<file path="config.mk">
export PLATFORM = sky130hd
export DESIGN_NAME = blink_sched_flat
export DESIGN_NICKNAME = d
export VERILOG_FILES = /design/src/rtl/blink_sched_if.sv /design/src/rtl/blink_sched.sv /design/src/flat_wrapper.sv
export SDC_FILE = /design/constraint.sdc
export NUM_CORES = 1
export LEC_CHECK = 0
export ABC_AREA = 0
export BUFFER_PORTS_ARGS = -buffer_cell sky130_fd_sc_hd__clkbuf_2
export CAP_MARGIN = 20
export CORE_ASPECT_RATIO = 1.4
export CORE_UTILIZATION = 40
export DETAILED_ROUTE_END_ITERATION = 8
export GPL_ROUTABILITY_DRIVEN = 0
export PLACE_DENSITY = 0.53
export SYNTH_ARGS = -nofsm -noshare
export SYNTH_HDL_FRONTEND = slang
export SYNTH_SLANG_ARGS = --single-unit
</file>
<file path="constraint.sdc">
create_clock -name i_clk -period 2.2 [get_ports i_clk]
set_clock_uncertainty 0.05 [all_clocks]
set_input_delay 0.44 -clock i_clk [delete_from_list [all_inputs] [get_ports i_clk]]
set_output_delay 0.44 -clock i_clk [all_outputs]
set_load 0.005 [all_outputs]
</file>
<file path="src/rtl/blink_sched_if.sv">
`default_nettype none
// ============================================================================
//  Module      : blink_sched_if
//  Description : Request/acknowledge bundle and LED status outputs of the
//                shared blink scheduler.
//                slave  modport : scheduler side (takes requests, drives LED)
//                master modport : user side (raises requests, observes LED)
//  Signals     : i_stb0/i_stb1  request strobes, held until matching ack
//                i_cnt0/i_cnt1  blink counts (CW bits)
//                o_ack0/o_ack1  one-cycle accept pulses
//                o_led, o_busy, o_owner, o_done  scheduler status
//  Revision    : 1.0  initial release
// ============================================================================
interface blink_sched_if #(
    parameter int CW = 4
);
    logic          i_stb0;
    logic          i_stb1;
    logic [CW-1:0] i_cnt0;
    logic [CW-1:0] i_cnt1;
    logic          o_ack0;
    logic          o_ack1;
    logic          o_led;
    logic          o_busy;
    logic          o_owner;
    logic          o_done;

    modport slave (
        input  i_stb0, i_stb1, i_cnt0, i_cnt1,
        output o_ack0, o_ack1, o_led, o_busy, o_owner, o_done
    );

    modport master (
        output i_stb0, i_stb1, i_cnt0, i_cnt1,
        input  o_ack0, o_ack1, o_led, o_busy, o_owner, o_done
    );
endinterface
`default_nettype wire

</file>
<file path="src/rtl/blink_sched.sv">
`default_nettype none
// ============================================================================
//  Module      : blink_sched
//  Description : Shared LED blink-pattern scheduler. Two requesters submit a
//                blink count N; the block arbitrates round-robin, drives the
//                LED through N on/off blinks of PHASE_LEN cycles each and
//                then holds a dark gap of 2*PHASE_LEN cycles.
//  Ports       : i_clk    system clock
//                i_reset  synchronous active-high reset
//                io_bus   blink_sched_if.slave (strobes, counts, acks,
//                         o_led, o_busy, o_owner, o_done)
//  Revision    : 1.0  initial release
// ============================================================================
module blink_sched #(
    parameter int CLOCK_RATE_HZ = 50_000_000,
    parameter int PHASE_DIV     = 4,
    parameter int CW            = 4
) (
    input  wire logic       i_clk,
    input  wire logic       i_reset,
    blink_sched_if.slave    io_bus
);

    localparam int            c_PHASE_LEN = CLOCK_RATE_HZ / PHASE_DIV;
    localparam logic [31:0]   c_ON_LAST   = 32'(c_PHASE_LEN - 1);
    localparam logic [31:0]   c_GAP_LAST  = 32'(2 * c_PHASE_LEN - 1);
    localparam logic [CW-1:0] c_ONE       = CW'(1);
    localparam logic [CW-1:0] c_ZERO      = '0;

    localparam logic [1:0] c_S_IDLE = 2'd0;
    localparam logic [1:0] c_S_ON   = 2'd1;
    localparam logic [1:0] c_S_OFF  = 2'd2;
    localparam logic [1:0] c_S_GAP  = 2'd3;

    logic [1:0]    r_state;
    logic [31:0]   r_phase;
    logic [CW-1:0] r_remain;
    logic          r_led;
    logic          r_busy;
    logic          r_owner;
    logic          r_ack0;
    logic          r_ack1;
    logic          r_done;

    logic          w_any_req;
    logic          w_grant1;
    logic [CW-1:0] w_cnt;
    logic          w_on_end;
    logic          w_gap_end;

    // Requester 1 wins when it is alone, or on a tie when requester 0 owned
    // the previous job; otherwise requester 0 wins.
    assign w_any_req = io_bus.i_stb0 | io_bus.i_stb1;
    assign w_grant1  = io_bus.i_stb1 & (~io_bus.i_stb0 | ~r_owner);
    assign w_cnt     = w_grant1 ? io_bus.i_cnt1 : io_bus.i_cnt0;
    assign w_on_end  = (r_phase == c_ON_LAST);
    assign w_gap_end = (r_phase == c_GAP_LAST);

    always_ff @(posedge i_clk) begin
        if (i_reset) begin
            r_state  <= c_S_IDLE;
            r_phase  <= '0;
            r_remain <= '0;
            r_led    <= 1'b0;
            r_busy   <= 1'b0;
            r_owner  <= 1'b1;
            r_ack0   <= 1'b0;
            r_ack1   <= 1'b0;
            r_done   <= 1'b0;
        end else begin
            r_ack0 <= 1'b0;
            r_ack1 <= 1'b0;
            r_done <= 1'b0;

            case (r_state)
                c_S_IDLE: begin
                    r_led  <= 1'b0;
                    r_busy <= 1'b0;
                    r_phase <= '0;
                    if (w_any_req) begin
                        r_owner  <= w_grant1;
                        r_ack0   <= ~w_grant1;
                        r_ack1   <= w_grant1;
                        r_remain <= w_cnt;
                        r_busy   <= 1'b1;
                        // A zero count skips straight to the dark gap.
                        if (w_cnt != c_ZERO) begin
                            r_state <= c_S_ON;
                            r_led   <= 1'b1;
                        end else begin
                            r_state <= c_S_GAP;
                        end
                    end
                end

                c_S_ON: begin
                    if (w_on_end) begin
                        r_state <= c_S_OFF;
                        r_phase <= '0;
                        r_led   <= 1'b0;
                    end else begin
                        r_phase <= r_phase + 32'd1;
                    end
                end

                c_S_OFF: begin
                    if (w_on_end) begin
                        r_phase <= '0;
                        // Saturating decrement; remain is at least 1 here in
                        // normal operation.
                        if (r_remain != c_ZERO) begin
                            r_remain <= r_remain - c_ONE;
                        end
                        if (r_remain <= c_ONE) begin
                            r_state <= c_S_GAP;
                        end else begin
                            r_state <= c_S_ON;
                            r_led   <= 1'b1;
                        end
                    end else begin
                        r_phase <= r_phase + 32'd1;
                    end
                end

                c_S_GAP: begin
                    if (w_gap_end) begin
                        r_state <= c_S_IDLE;
                        r_phase <= '0;
                        r_busy  <= 1'b0;
                        r_done  <= 1'b1;
                    end else begin
                        r_phase <= r_phase + 32'd1;
                    end
                end

                default: begin
                    r_state <= c_S_IDLE;
                    r_phase <= '0;
                    r_led   <= 1'b0;
                    r_busy  <= 1'b0;
                end
            endcase
        end
    end

    assign io_bus.o_led   = r_led;
    assign io_bus.o_busy  = r_busy;
    assign io_bus.o_owner = r_owner;
    assign io_bus.o_ack0  = r_ack0;
    assign io_bus.o_ack1  = r_ack1;
    assign io_bus.o_done  = r_done;

endmodule
`default_nettype wire

</file>
<file path="src/flat_wrapper.sv">
// flat-port wrapper written by rule: the top's interface ports become plain ports
module blink_sched_flat 
#(
    parameter int CLOCK_RATE_HZ = 50_000_000,
    parameter int PHASE_DIV     = 4,
    parameter int CW            = 4
)
  (i_clk, i_reset, io_bus_i_stb0, io_bus_i_stb1, io_bus_i_cnt0, io_bus_i_cnt1, io_bus_o_ack0, io_bus_o_ack1, io_bus_o_led, io_bus_o_busy, io_bus_o_owner, io_bus_o_done);
  blink_sched_if #(.CW(CW)) io_bus_i ();
  input  wire logic i_clk;
  input  wire logic i_reset;
  input wire logic [$bits(io_bus_i.i_stb0)-1:0] io_bus_i_stb0;
  input wire logic [$bits(io_bus_i.i_stb1)-1:0] io_bus_i_stb1;
  input wire logic [$bits(io_bus_i.i_cnt0)-1:0] io_bus_i_cnt0;
  input wire logic [$bits(io_bus_i.i_cnt1)-1:0] io_bus_i_cnt1;
  output wire logic [$bits(io_bus_i.o_ack0)-1:0] io_bus_o_ack0;
  output wire logic [$bits(io_bus_i.o_ack1)-1:0] io_bus_o_ack1;
  output wire logic [$bits(io_bus_i.o_led)-1:0] io_bus_o_led;
  output wire logic [$bits(io_bus_i.o_busy)-1:0] io_bus_o_busy;
  output wire logic [$bits(io_bus_i.o_owner)-1:0] io_bus_o_owner;
  output wire logic [$bits(io_bus_i.o_done)-1:0] io_bus_o_done;
  assign io_bus_i.i_stb0 = io_bus_i_stb0;
  assign io_bus_i.i_stb1 = io_bus_i_stb1;
  assign io_bus_i.i_cnt0 = io_bus_i_cnt0;
  assign io_bus_i.i_cnt1 = io_bus_i_cnt1;
  assign io_bus_o_ack0 = io_bus_i.o_ack0;
  assign io_bus_o_ack1 = io_bus_i.o_ack1;
  assign io_bus_o_led = io_bus_i.o_led;
  assign io_bus_o_busy = io_bus_i.o_busy;
  assign io_bus_o_owner = io_bus_i.o_owner;
  assign io_bus_o_done = io_bus_i.o_done;
  blink_sched #(.CLOCK_RATE_HZ(CLOCK_RATE_HZ), .PHASE_DIV(PHASE_DIV), .CW(CW)) u_core (.i_clk(i_clk), .i_reset(i_reset), .io_bus(io_bus_i));
endmodule
</file>
======== Yosys cells after proc, flatten, opt, wreduce, memory -nomap -nowiden ========
Cells that the tools add are included.
operators by class
  add/subtract/negate cells ............... 2
  magnitude comparators ................... 1
  equal/unequal tests ..................... 11
  multiplexer cells ....................... 25
  bitwise logic cells ..................... 9
  reduce and logical (&&, ||, !) cells .... 14
operators by type and width
  kind                     number
  $pmux W32 S3             1
  $mux W32                 2
  $add A32 B1 Y32 const B  1
  $eq A32 B24 Y1 const B   1
  $eq A32 B25 Y1 const B   1
  $mux W4                  4
  $mux W2                  6
  $reduce_and A4 Y1        3
  $ne A2 B1 Y1 const B     5
  $mux W1                  8
  $pmux W2 S4              1
  $pmux W4 S2              1
  $reduce_bool A4 Y1       2
  $not A1 Y1               6
  $eq A2 B2 Y1 const B     2
  $le A4 B1 Y1 const B     1
  $reduce_and A2 Y1        2
  $reduce_bool A2 Y1       2
  $reduce_or A2 Y1         2
  $sub A4 B1 Y4 const B    1
  $pmux W1 S3              1
  $reduce_bool A3 Y1       1
  $reduce_or A3 Y1         1
  $eq A2 B1 Y1 const B     1
  other kinds (5)          6
word-level totals
  flip-flop bits (word level) ............. 44

======== Longest topological paths before layout ========
  depth in word-level cells ............... 8
  depth in mapped cells ................... 8

======== Least setup slack after synthesis ========
No wires, ideal clock.
  kind .................................... register -> register
  start point ............................. register u_core.r_state[0]
  end point ............................... register u_core.r_remain[0]
  setup time .............................. 0.119 ns
  data arrival time ....................... 1.791 ns
  data required time ...................... 2.031 ns
  path slack .............................. 0.240 ns
  stages on the path, launching flop included .. 8
  clock period less this slack ............ 1.960 ns
  path through ............................ dfxtp_1 -> inv_1 -> ha_1 -> nor3b_1 -> a221oi_1 -> o21ai_0 -> o21ai_0 -> a21oi_1
on the way
  longest elaborated chain between the ends .. 3
ends and longest elaborated chain
  item                                                                 RTL line            text
  start: declaration                                                   blink_sched.sv:35   logic [1:0] r_state;
  start signal: assignment                                             blink_sched.sv:61   r_state <= c_S_IDLE;
  start signal: assignment                                             blink_sched.sv:88   r_state <= c_S_ON;
  start signal: assignment                                             blink_sched.sv:91   r_state <= c_S_GAP;
  $eq A2 B2 Y1 or $logic_not A2 Y1 (tied branches)                     blink_sched.sv:75   case (r_state)
  $ne A2 B1 Y1 (no source line) or $reduce_bool A2 Y1 (tied branches)  --
  $reduce_and A4 Y1 (no source line)                                   --
  end signal: assignment                                               blink_sched.sv:84   r_remain <= w_cnt;
  end signal: assignment                                               blink_sched.sv:112  r_remain <= r_remain - c_ONE;
  end: declaration                                                     blink_sched.sv:37   logic [CW-1:0] r_remain;
Several ways; a longest one is shown, not always the timed one.
A chain may end at the register's enable or synchronous reset.

======== Final worst setup path ========
  start point ............................. register u_core.r_phase[0]
  end point ............................... register u_core.r_phase[6]
on the way
  longest elaborated chain between the ends .. 3
ends and longest elaborated chain
  item                                           RTL line                                                    text
  start: declaration                             blink_sched.sv:36                                           logic [31:0] r_phase;
  start signal: assignment                       blink_sched.sv:102                                          r_phase <= r_phase + 32'd1;
  start signal: assignment                       blink_sched.sv:121                                          r_phase <= r_phase + 32'd1;
  start signal: assignment                       blink_sched.sv:132                                          r_phase <= r_phase + 32'd1;
  $add A32 B1 Y32, or another cell as far along  blink_sched.sv:102, blink_sched.sv:121, blink_sched.sv:132
  $mux W32, on equally long branches             blink_sched.sv:126, blink_sched.sv:97, blink_sched.sv:107
  $pmux W32 S3 *                                 blink_sched.sv:75
Every way passes the cells marked *; elsewhere a longest branch is shown, timed or not.

==> run_results.csv <==
group,metric,value,unit
sta,rsz0062_at_grt,"no",
grt,grt_pass1_vias,1951,
floorplanning,initial_core_util,41.7,%
setup_path,crit_fanout,32,
cells_and_area,fillers,599,
clock_tree,clk_pin_slew,0.08,ns
yosys,synthTopCellsByArea,"dfxtp_1 36%, xnor2_1 7.9%, nor2_1 6.6%, ha_1 4.1%, nand3_1 3.3%",
yosys,ys_warn_count,0,
floorplanning,io_pins,18,
cells_and_area,fin_area,2740,sq um
yosys,syn-cell-area,2440,sq um
sta,setup_tns,0,ns
yosys,yosysSeqAreaShare,36.0,%
yosys,synthAdderAreaFrac,4.10,%
placed_design,portBuffers,17,
yosys,avgSynthCellArea,8.76,sq um
cells_and_area,instances_no_fill,372,
clock_tree,cts_setup_buffers,0,
clock_tree,cts_buffers,5,
detailed_routing,wl_per_cell,13.9,um
detailed_routing,first_iter_violations,109,
yosys,synth_top_family_by_area,"simple AND/OR/NAND/NOR gates",
sta,period_needed,1.96,ns
clock_tree,cts_resized,0,
yosys,synthCells,279,
sta,relSlewSlack,70.6,%
yosys,ys_types,51,
detailed_routing,via_per_inst,5.27,
sta,drv_slew,0,
cells_and_area,syn_to_final_growth,12.0,%
floorplanning,die_w,68.1,um
yosys,synth_nets,299,
cells_and_area,layout.nets,321,
clock_tree,clkLatencyLatePin,0.29,ns
yosys,yosysTopAreaCellShare,36.0,%
run_status,status,"complete, no violations",
worst_hold_path,hold_class,"in2reg",
yosys,synth_compound_area_share,10.7,%
setup_path,crit_required,2.33,ns
grt,grt.overflow.total,0,
power_and_ir_drop,p_leak,0.935,nW
detailed_routing,first_pass_iters,4,
clock_tree,tritoncts,"yes",
clock_tree,ctsHtreeMaxLevel,2,
yosys,synth-xor-area-share,10.8,%
floorplanning,die_h,94.5,um
grt,grt_pass1_wl,8700,um
placed_design,dp_hpwl,3930,um
detailed_routing,drc,0,
detailed_routing,ant_nets,0,
grt,grt_antenna_before_repair,0,
cells_and_area,final_common_cell,"dfxtp_1",
placed_design,place_area,2610,sq um
clock_tree,holdBufCountCts,0,
sta,hold_viol_final,0,
sta,max_freq,0.509,GHz
yosys,synthMuxAreaShare,2.51,%
detailed_routing,wirelength,5160,um
sta,tightest_slew,0.437,ns
clock_tree,cts_sinks,44,
yosys,synth-simple-area-share,31.3,%
yosys,synth-main-ff-cell,"dfxtp_1",
setup_path,end_kind,"flop",
sta,finalSetupViolCount,0,
detailed_routing,vias,1962,
grt,grt_max_degree,33,
setup_path,path_class,"reg2reg",
clock_tree,cts_root_buf,"clkbuf_8",
power_and_ir_drop,peakVddDrop,0.345,mV
sta,hold_slack,0.409,ns
yosys,async_reset_ff_share,0,%
cells_and_area,mostFrequentLayoutCells,"44 x dfxtp_1, 43 x nor2_1, 22 x xnor2_1",
cells_and_area,drive_gt1_share,17.2,%
floorplanning,rows,33,
grt,grtUsageTotal,17.9,%
yosys,synth_seq_cells,44,
floorplanning,fp.coreArea,5860,sq um
placed_design,place_inst,364,
cells_and_area,num_antenna_cells,0,
flow_run,maxCapViolations,0,
setup_path,cp.arrival,2.10,ns
setup_path,startpoint_type,"flop",
floorplanning,die-area,6430,sq um
yosys,yosys.area.top_type,"dfxtp_1",
clock_tree,clockBufferDepth,2,
power_and_ir_drop,cellPowerDensity,909,nW/um^2
sta,fin_crit_sh,89.3,%
yosys,synth_edf_count,0,
-- power by group --
part	total [mW]	internal [mW]	switching, mW
registers	0.949	0.884	0.0654
clock network	0.669	0.401	0.268
logic	0.871	0.393	0.478
-- per-layer routing --
| metal | wire length (um) | track usage, % | vias to the layer above | part of all wire [%] |
|---|---|---|---|---|
| met5 | 0 | 0 | - | 0 |
| met4 | 94 | 7.12 | 0 | 1.8 |
| met3 | 143 | 3.50 | 9 | 2.8 |
| met2 | 2820 | 33.7 | 38 | 55 |
| met1 | 2100 | 18.6 | 899 | 41 |
| li1 | - | - | 1016 | - |
-- cell usage after synthesis (2+ instances only) --
cell type and instances:
dfxtp_1 44, xor2_1 8, nor4_4 3, a211oi_1 2, clkbuf_1 2, o21ai_0 8, nor4bb_1 2, nor4b_1 4
nor4_1 6, or2_2 2, o31ai_1 2, ha_1 8, a21oi_1 7, nor3b_1 2, a221oi_1 2, or3_1 2
nand2_1 18, nor3_1 12, xnor2_1 22, mux2i_1 5, o31ai_4 2, a21boi_0 2, nand2b_1 2, inv_1 13
and3_1 7, nand4_1 6, nor2_1 43, and4_2 2, buf_4 3, nand3_1 16, o22ai_1 2
-- worst max-delay path: stages (launching register included) --
cell     delay, ns
dfxtp_1       0.38
ha_1          0.23
and4_2        0.28
nand2_2       0.14
o31ai_4       0.31
a211o_2       0.21
buf_12        0.18
nor2_1        0.07
-- sequential cells by signal (all words and copies together) (netlist names) --
name,count
u_core.r_state,2
u_core.r_remain,4
u_core.io_bus.o_ack1,1
u_core.io_bus.o_owner,1
u_core.io_bus.o_busy,1
u_core.io_bus.o_ack0,1
u_core.io_bus.o_done,1
u_core.io_bus.o_led,1
u_core.r_phase,32
-- layout make-up --
| cell class | instances | area (sq um) | share of cell area, % |
|---|---|---|---|
| multi-input cells | 214 | 1450 | 53.0 |
| flip-flops and latches | 44 | 881 | 32.2 |
| repair buffers | 23 | 143 | 5.21 |
| clock buffers | 7 | 96.3 | 3.52 |
| well taps | 70 | 87.6 | 3.20 |
| inverters | 13 | 48.8 | 1.78 |
| clock inverters | 1 | 30.0 | 1.10 |
-- worst paths after layout --
path | cells past startpoint | end | slack (ns) | start
setup / recovery | 7 | u_core.r_phase[6] | 0.24 | u_core.r_phase[0]
hold / removal | 2 | u_core.r_remain[0] | 0.41 | i_reset
setup reg to reg | 7 | u_core.r_phase[6] | 0.24 | u_core.r_phase[0]
hold reg to reg | 2 | u_core.io_bus.o_led | 0.41 | u_core.io_bus.o_led
-- kinds of logic (layout without fill, tap and decap cells) --
group	Yosys count	after routing
adder cells (fa/ha/maj)	8	8
AND/OR/NAND/NOR	136	136
buffers and inverters	21	44
AO/OA/AOI/OAI	34	34
multiplexers	6	6
XOR/XNOR	30	30
flip-flops	44	44
-- through the flow --
step / util (%) / power, mW / setup WS, ns
final: 46.7 / 2.49 / 0.235
after global routing: 46.7 / 2.69 / 0.104
after CTS: 46.7 / 2.53 / 0.226
after detailed placement: 44.5 / 1.85 / 0.236
after global placement: 44.5 / 1.85 / 0.290
after floorplan: - / 1.60 / 0.240
No activity file was read; power rests on OpenSTA's default activity.
